`src/rtl/uart_rx_if.sv`:
```
// rtl/uart_rx_if.sv - received-byte handshake bundle for uart_rx
//
// Signals:
//   rx_data   held byte, stable while rx_valid is high
//   rx_valid  holding register full
//   rx_ready  consumer accepts the held byte this cycle
// Modports:
//   master  receive engine side (drives data/valid)
//   slave   consumer side (drives ready)
interface uart_rx_if;
    logic [7:0] rx_data;
    logic       rx_valid;
    logic       rx_ready;

    modport master (output rx_data, output rx_valid, input rx_ready);
    modport slave  (input rx_data, input rx_valid, output rx_ready);
endinterface

```
`src/rtl/uart_rx.sv`:
```
// rtl/uart_rx.sv - 8N1 UART receive engine with one-entry holding register
//
// Ports:
//   clk_i        system clock, rising edge
//   rst_ni       asynchronous active-low reset
//   rxd_i        asynchronous serial line, idle high
//   rx           uart_rx_if.master: rx_data / rx_valid / rx_ready
//   frame_err_o  one-cycle pulse, stop bit sampled low
//   overrun_o    one-cycle pulse, good byte dropped because register full
//   busy_o       frame in progress (FSM not idle)
module uart_rx #(
    parameter int CLK_DIV = 868
) (
    input  logic       clk_i,
    input  logic       rst_ni,
    input  logic       rxd_i,
    uart_rx_if.master  rx,
    output logic       frame_err_o,
    output logic       overrun_o,
    output logic       busy_o
);

    localparam int CNT_W = (CLK_DIV > 1) ? $clog2(CLK_DIV) : 1;
    // The counter restarts at 0 the cycle after entry/sample, so the sample
    // lands on the cycle where it reaches the wait length minus one.
    localparam logic [CNT_W-1:0] HALF_LAST = CNT_W'(CLK_DIV / 2 - 1);
    localparam logic [CNT_W-1:0] BIT_LAST  = CNT_W'(CLK_DIV - 1);

    typedef enum logic [1:0] {
        S_IDLE,
        S_START,
        S_DATA,
        S_STOP
    } state_t;

    state_t             state;
    logic [1:0]         sync_q;
    logic               rxd_s;
    logic               armed;
    logic [CNT_W-1:0]   cnt;
    logic [2:0]         bit_idx;
    logic [7:0]         shreg;

    // Two-flop synchronizer; resets to the idle (high) line level.
    always_ff @(posedge clk_i or negedge rst_ni) begin
        if (!rst_ni) begin
            sync_q <= 2'b11;
        end else begin
            sync_q <= {sync_q[0], rxd_i};
        end
    end

    assign rxd_s = sync_q[1];

    always_ff @(posedge clk_i or negedge rst_ni) begin
        if (!rst_ni) begin
            state       <= S_IDLE;
            armed       <= 1'b0;
            cnt         <= '0;
            bit_idx     <= 3'd0;
            shreg       <= 8'h00;
            rx.rx_data  <= 8'h00;
            rx.rx_valid <= 1'b0;
            frame_err_o <= 1'b0;
            overrun_o   <= 1'b0;
            busy_o      <= 1'b0;
        end else begin
            frame_err_o <= 1'b0;
            overrun_o   <= 1'b0;

            // A high line re-arms start detection; a break or stuck-low line
            // after a framing error therefore cannot start a new frame.
            if (rxd_s) begin
                armed <= 1'b1;
            end

            // Pop; a push in the same cycle (STOP below) overrides this.
            if (rx.rx_valid && rx.rx_ready) begin
                rx.rx_valid <= 1'b0;
            end

            case (state)
                S_IDLE: begin
                    if (armed && !rxd_s) begin
                        state  <= S_START;
                        cnt    <= '0;
                        armed  <= 1'b0;
                        busy_o <= 1'b1;
                    end
                end

                S_START: begin
                    if (cnt == HALF_LAST) begin
                        cnt <= '0;
                        if (rxd_s) begin
                            // Line back high at mid-start: glitch, abandon.
                            state  <= S_IDLE;
                            busy_o <= 1'b0;
                        end else begin
                            state   <= S_DATA;
                            bit_idx <= 3'd0;
                        end
                    end else begin
                        cnt <= cnt + 1'b1;
                    end
                end

                S_DATA: begin
                    if (cnt == BIT_LAST) begin
                        cnt     <= '0;
                        shreg   <= {rxd_s, shreg[7:1]};
                        bit_idx <= bit_idx + 3'd1;
                        if (bit_idx == 3'd7) begin
                            state <= S_STOP;
                        end
                    end else begin
                        cnt <= cnt + 1'b1;
                    end
                end

                S_STOP: begin
                    if (cnt == BIT_LAST) begin
                        cnt    <= '0;
                        state  <= S_IDLE;
                        busy_o <= 1'b0;
                        if (rxd_s) begin
                            if (!rx.rx_valid || rx.rx_ready) begin
                                rx.rx_data  <= shreg;
                                rx.rx_valid <= 1'b1;
                            end else begin
                                overrun_o <= 1'b1;
                            end
                        end else begin
                            frame_err_o <= 1'b1;
                            armed       <= 1'b0;
                        end
                    end else begin
                        cnt <= cnt + 1'b1;
                    end
                end

                default: begin
                    state  <= S_IDLE;
                    busy_o <= 1'b0;
                end
            endcase
        end
    end

endmodule
```
`src/flat_wrapper.sv`:
```
// flat-port wrapper written by rule: the top's interface ports become plain ports
module uart_rx_flat 
#(
    parameter int CLK_DIV = 868
)
  (clk_i, rst_ni, rxd_i, frame_err_o, overrun_o, busy_o, rx_rx_data, rx_rx_valid, rx_rx_ready);
  uart_rx_if rx_i ();
  input  logic clk_i;
  input  logic rst_ni;
  input  logic rxd_i;
  output logic frame_err_o;
  output logic overrun_o;
  output logic busy_o;
  output wire logic [$bits(rx_i.rx_data)-1:0] rx_rx_data;
  output wire logic [$bits(rx_i.rx_valid)-1:0] rx_rx_valid;
  input wire logic [$bits(rx_i.rx_ready)-1:0] rx_rx_ready;
  assign rx_rx_data = rx_i.rx_data;
  assign rx_rx_valid = rx_i.rx_valid;
  assign rx_i.rx_ready = rx_rx_ready;
  uart_rx #(.CLK_DIV(CLK_DIV)) u_core (.clk_i(clk_i), .rst_ni(rst_ni), .rxd_i(rxd_i), .rx(rx_i), .frame_err_o(frame_err_o), .overrun_o(overrun_o), .busy_o(busy_o));
endmodule
```
`config.mk`:
```
export PLATFORM = sky130hd
export DESIGN_NAME = uart_rx_flat
export DESIGN_NICKNAME = d
export VERILOG_FILES = /design/src/rtl/uart_rx_if.sv /design/src/rtl/uart_rx.sv /design/src/flat_wrapper.sv
export SDC_FILE = /design/constraint.sdc
export NUM_CORES = 1
export LEC_CHECK = 0
export BUFFER_PORTS_ARGS = -buffer_cell sky130_fd_sc_hd__buf_2
export CAP_MARGIN = 0
export CORE_ASPECT_RATIO = 1.25
export CORE_MARGIN = 3
export CORE_UTILIZATION = 45
export DETAILED_ROUTE_END_ITERATION = 6
export GPL_TIMING_DRIVEN = 0
export PLACE_DENSITY = 0.75
export SLEW_MARGIN = 20
export SYNTH_ARGS = -nofsm -noshare
export SYNTH_HDL_FRONTEND = slang
export SYNTH_SLANG_ARGS = --single-unit
```
`constraint.sdc`:
```
create_clock -name clk_i -period 2.2 [get_ports clk_i]
set_input_delay 0.33 -clock clk_i [delete_from_list [all_inputs] [get_ports clk_i]]
set_output_delay 0.33 -clock clk_i [all_outputs]
set_load 0.02 [all_outputs]
```
[Word level (Yosys, flattened, before mapping)]
Index checks and enable logic that the tools add are counted.
Cells by class
  $lt $le $gt $ge: 0
  equal/unequal tests: 13
  divide/modulo/power cells: 0
  bitwise logic cells: 0
  shift operators: 0
  multipliers: 0
  reductions and logical operators: 14
  add/subtract/negate cells: 2
  mux-type cells: 37
Operator list (number)
  $mux W10: 3
  $pmux W10 S3: 1
  $mux W1: 20
  $mux W2: 6
  $ne A2 B1 Y1 const B: 6
  $add A10 B1 Y10 const B: 1
  $eq A10 B10 Y1 const B: 1
  $eq A10 B9 Y1 const B: 1
  $reduce_and A5 Y1: 2
  $mux W3: 3
  $pmux W2 S4: 1
  $reduce_and A4 Y1: 2
  $pmux W3 S2: 1
  $eq A2 B2 Y1 const B: 2
  $add A3 B1 Y3 const B: 1
  $eq A3 B3 Y1 const B: 1
  $pmux W1 S3: 1
  $reduce_bool A3 Y1: 1
  $eq A2 B1 Y1 const B: 1
  $logic_and A1 B1 Y1: 2
  $logic_not A1 Y1: 2
  $logic_not A2 Y1: 1
  $ne A2 B2 Y1 const B: 1
  $pmux W1 S2: 1
  other kinds (4): 4
Storage, ports and cells
  memory bits (read-only): 0
  memories: 0
  logic and storage cells: 77
  bits in registers: 38
  memory bits (writable): 0
  latch bits: 0
  output and inout bits: 12
  input bits: 4

[Longest topological paths before layout]
  word-level depth: 6
  depth in mapped cells: 8

[Worst setup path before layout]
Ideal clock, no wire load.
  kind: reg-to-reg
  from: register u_core.cnt[0]
  to: register with a tool-made name
  path slack: 0.051 ns
  clock period less this slack: 2.149 ns
  required time: 2.072 ns
  arrival time: 2.022 ns
  cell stages (with the launch flop): 7
  setup time: 0.128 ns
  cell sequence: dfrtp_1 -> ha_1 -> nand4b_4 -> or4_4 -> o2bb2ai_2 -> nor4_2 -> mux2_1
RTL lines
  start, declared: RTL line uart_rx.sv:40  | logic [CNT_W-1:0] cnt;
  start signal, assigned: RTL line uart_rx.sv:104  | cnt <= cnt + 1'b1;
  start signal, assigned: RTL line uart_rx.sv:117  | cnt <= cnt + 1'b1;
  start signal, assigned: RTL line uart_rx.sv:138  | cnt <= cnt + 1'b1;

==> impl_metrics.toml <==
[clock_tree]
clkLatencyLatePin_ns = 0.28
htree_num_levels = 2
cts.clk_slew.worst_paths_ns = 0.07
numCtsBuffers = 5
cts_tree = "done"
root_buffer = "clkbuf_8"
cts.sinks = 38
clockBufferDepth = 2

[cells_and_area]
num-nets-final = 189
n_antenna_cell = 0
final_layout_size_suffix_gt1_frac = 0.298
postLayoutCoreUtil = 0.571
nFillCells = 309
area_growth_pct = 19.4

[timing]
rsz0062_at_grt = "yes"
tns_ns = 0
fmax_ghz = 0.455
post-route-min-period_ns = 2.20
setup_violations = 0
worst-slew-pin-transition_ns = 0.786
clock_skew_ns = 0.00305
slew_headroom = 0.476
finalHoldViolCount = 0
period_share = 0.998
finalMaxSlewViolations = 0

[global_route]
grt.total_usage = 0.152
grt_pass1_wl_um = 5900
grt_max_degree = 39
grt_remaining_overflow = 0
grt_pass1_vias = 1267
antenna_found_initial = 0

[routing]
drtPass1Iterations = 4
ant_nets = 0
wl_um = 3500
wl_per_cell_um = 15.1
vias = 1290
routed_via_density = 5.56
drcViolationCount = 0
drt_iter0_drc = 54

[power]
power.share.switching = 0.354
ir_worst_vdd_mv = 0.514
switchingPower_uw = 825
intPower_mw = 1.50
clkPwrFrac = 0.240
leakage_nw = 1.10
seqPwrFrac = 0.365
power_density_nw_per_um2 = 1060
p_comb_frac = 0.395

[critical_path]
r2r_start = "u_core.cnt[2]"
crit_fanout = 10
rr_worst_depth = 6
critical_path_arrival_ns = 2.36
required_ns = 2.36
cp-end-kind = "register"
worst-r2r-setup-slack_ns = 0.003
startpoint_type = "register"
path_class = "register to register"

[yosys]
synth.top_cell.area_share = 0.489
syn_inst = 150
syn-num-nets = 162
synth_cell_type_count = 41
synth_ff_type = "dfrtp_1"
async_reset_ff_frac = 1.00
synth-edff-count = 0
syn_avg_cell_area_um2 = 12.3
seq_area_frac_synth = 0.518
yosysWarnings = 0
ys_ff_latch = 38
syn_area_um2 = 1840
synth_top_area_cell = "dfrtp_1"
synthTopCellsByArea = "dfrtp_1 (49%), mux2_1 (9.8%), ha_1 (5.4%), dfstp_2 (2.9%), nand2_1 (2.4%)"

[floorplanning]
die-area_um2 = 4900
fp.coreArea_um2 = 3850
rows = 25
die_w_um = 63.2
start_util = 0.478
die_h_um = 77.5
ioPinCount = 16

[placement]
io_buffers = 15
gp_congestion = 0.780
hpwl_um = 2490

[hold_path]
min_path_type = "input pin to asynchronous set/reset pin"

[run]
maxCapViolCount = 0

[outcome]
outcome = "finished, final reports clean"
## sequential cells by signal (all words and copies together) (netlist names), named ones only
register	cells
u_core.armed	1
u_core.bit_idx	3
u_core.busy_o	1
u_core.cnt	10
u_core.frame_err_o	1
u_core.overrun_o	1
u_core.rx.rx_data	8
u_core.rx.rx_valid	1
u_core.shreg	8
u_core.state	1
u_core.sync_q	2
## power by group through the flow
| stage | clock (mW) | sequential (mW) | combinational (mW) |
|---|---|---|---|
| finish | 0.559 | 0.850 | 0.921 |
| global route | 0.613 | 0.858 | 1.01 |
| CTS | 0.577 | 0.844 | 0.763 |
| detailed placement | 0 | 0.847 | 0.746 |
| global placement | 0 | 0.839 | 0.711 |
| floorplan | 0 | 0.845 | 0.572 |
## cells in the final DEF (no fill, tap or decap), types with 3 or more instances in the layout
master	instances
clkbuf_8	5
buf_4	6
mux2_1	15
a22o_1	4
ha_1	6
a41oi_1	3
o21ai_0	4
dfrtp_1	34
nor4_4	3
nor2_1	5
a21oi_1	8
buf_2	15
and3_1	3
nand2b_1	3
a31oi_1	3
nand3_1	5
nand2_1	11
inv_1	5
## kinds of logic (layout without fill, tap and decap cells)
logic type / count (synthesis) / after routing / share of synthesized area
buf+inv: 9 / 37 / 0.0245
simple gates: 42 / 42 / 0.151
xor+xnor: 2 / 2 / 0.00952
fa+ha+maj: 8 / 8 / 0.0544
flops: 38 / 38 / 0.518
compound gates: 35 / 35 / 0.145
mux: 16 / 16 / 0.0979
## synth_stat cells (3+ instances only)
library cell and number:
dfrtp_1 36, nor2_1 5, inv_1 6, a31oi_1 3
a41oi_1 3, mux2_1 16, ha_1 8, nand3_1 5
nand2b_1 3, a22o_1 4, and3_1 3, o21ai_0 4
a21oi_1 8, nand2_1 12
## worst max path at each step
| stage | end | slack, ns | depth (start not counted) | from |
|---|---|---|---|---|
| CTS | register | -0.02 | 7 | u_core.cnt[1] |
| finish | register | 0.003 | 6 | u_core.cnt[2] |
| detailed placement | register | -0.13 | 6 | u_core.cnt[0] |
| floorplan | register | 0.05 | 6 | u_core.cnt[0] |
| global placement | register | -0.08 | 6 | u_core.cnt[0] |
| global route | u_core.cnt[9] | -0.06 | 7 | register |
## repair_timing
| item | 4_1_cts | 5_1_grt |
|---|---|---|
| gates resized for setup | 5 | 9 |
| setup buffers | 0 | 5 |
| hold buffers | 0 | 0 |
| endpoints found under the setup margin | 23 | 12 |
## final cells by class
class | count | area (um^2) | area share
Sequential cell | 38 | 956 | 0.435
Multi-Input combinational cell | 103 | 906 | 0.412
Timing Repair Buffer | 20 | 113 | 0.0513
Clock buffer | 5 | 68.8 | 0.0313
Tap cell | 54 | 67.6 | 0.0308
Clock inverter | 3 | 40.0 | 0.0182
Buffer | 3 | 23.8 | 0.0108
Inverter | 6 | 22.5 | 0.0103
## metrics by stage
step	worst slack (ns)	instances	hold WS [ns]	instance area, um^2	power (mW)
floorplan	0.0508	150	0.0344	1840	1.42
global placement	-0.0771	219	0.350	1980	1.55
detailed placement	-0.127	219	0.349	1980	1.59
CTS	-0.0189	227	0.134	2120	2.18
global route	-0.0600	232	0.128	2200	2.48
finish	0.00337	232	0.130	2200	2.33
## per-layer routing
metal,share of wire,GRT usage,up-vias
met3,0.036,0.0362,5
met2,0.54,0.270,27
met1,0.42,0.172,645
li1,-,-,613
met5,0,0,-
met4,0.011,0.0648,0
## worst max-delay path, cell delays in order, from the launching register on
cell and delay [ns]:
dfrtp_1 0.38, buf_6 0.13, or2_4 0.26, or4_4 0.56, o2bb2ai_4 0.17, nor4_4 0.25
mux2_4 0.32
Power figures use the tool's default switching activity.
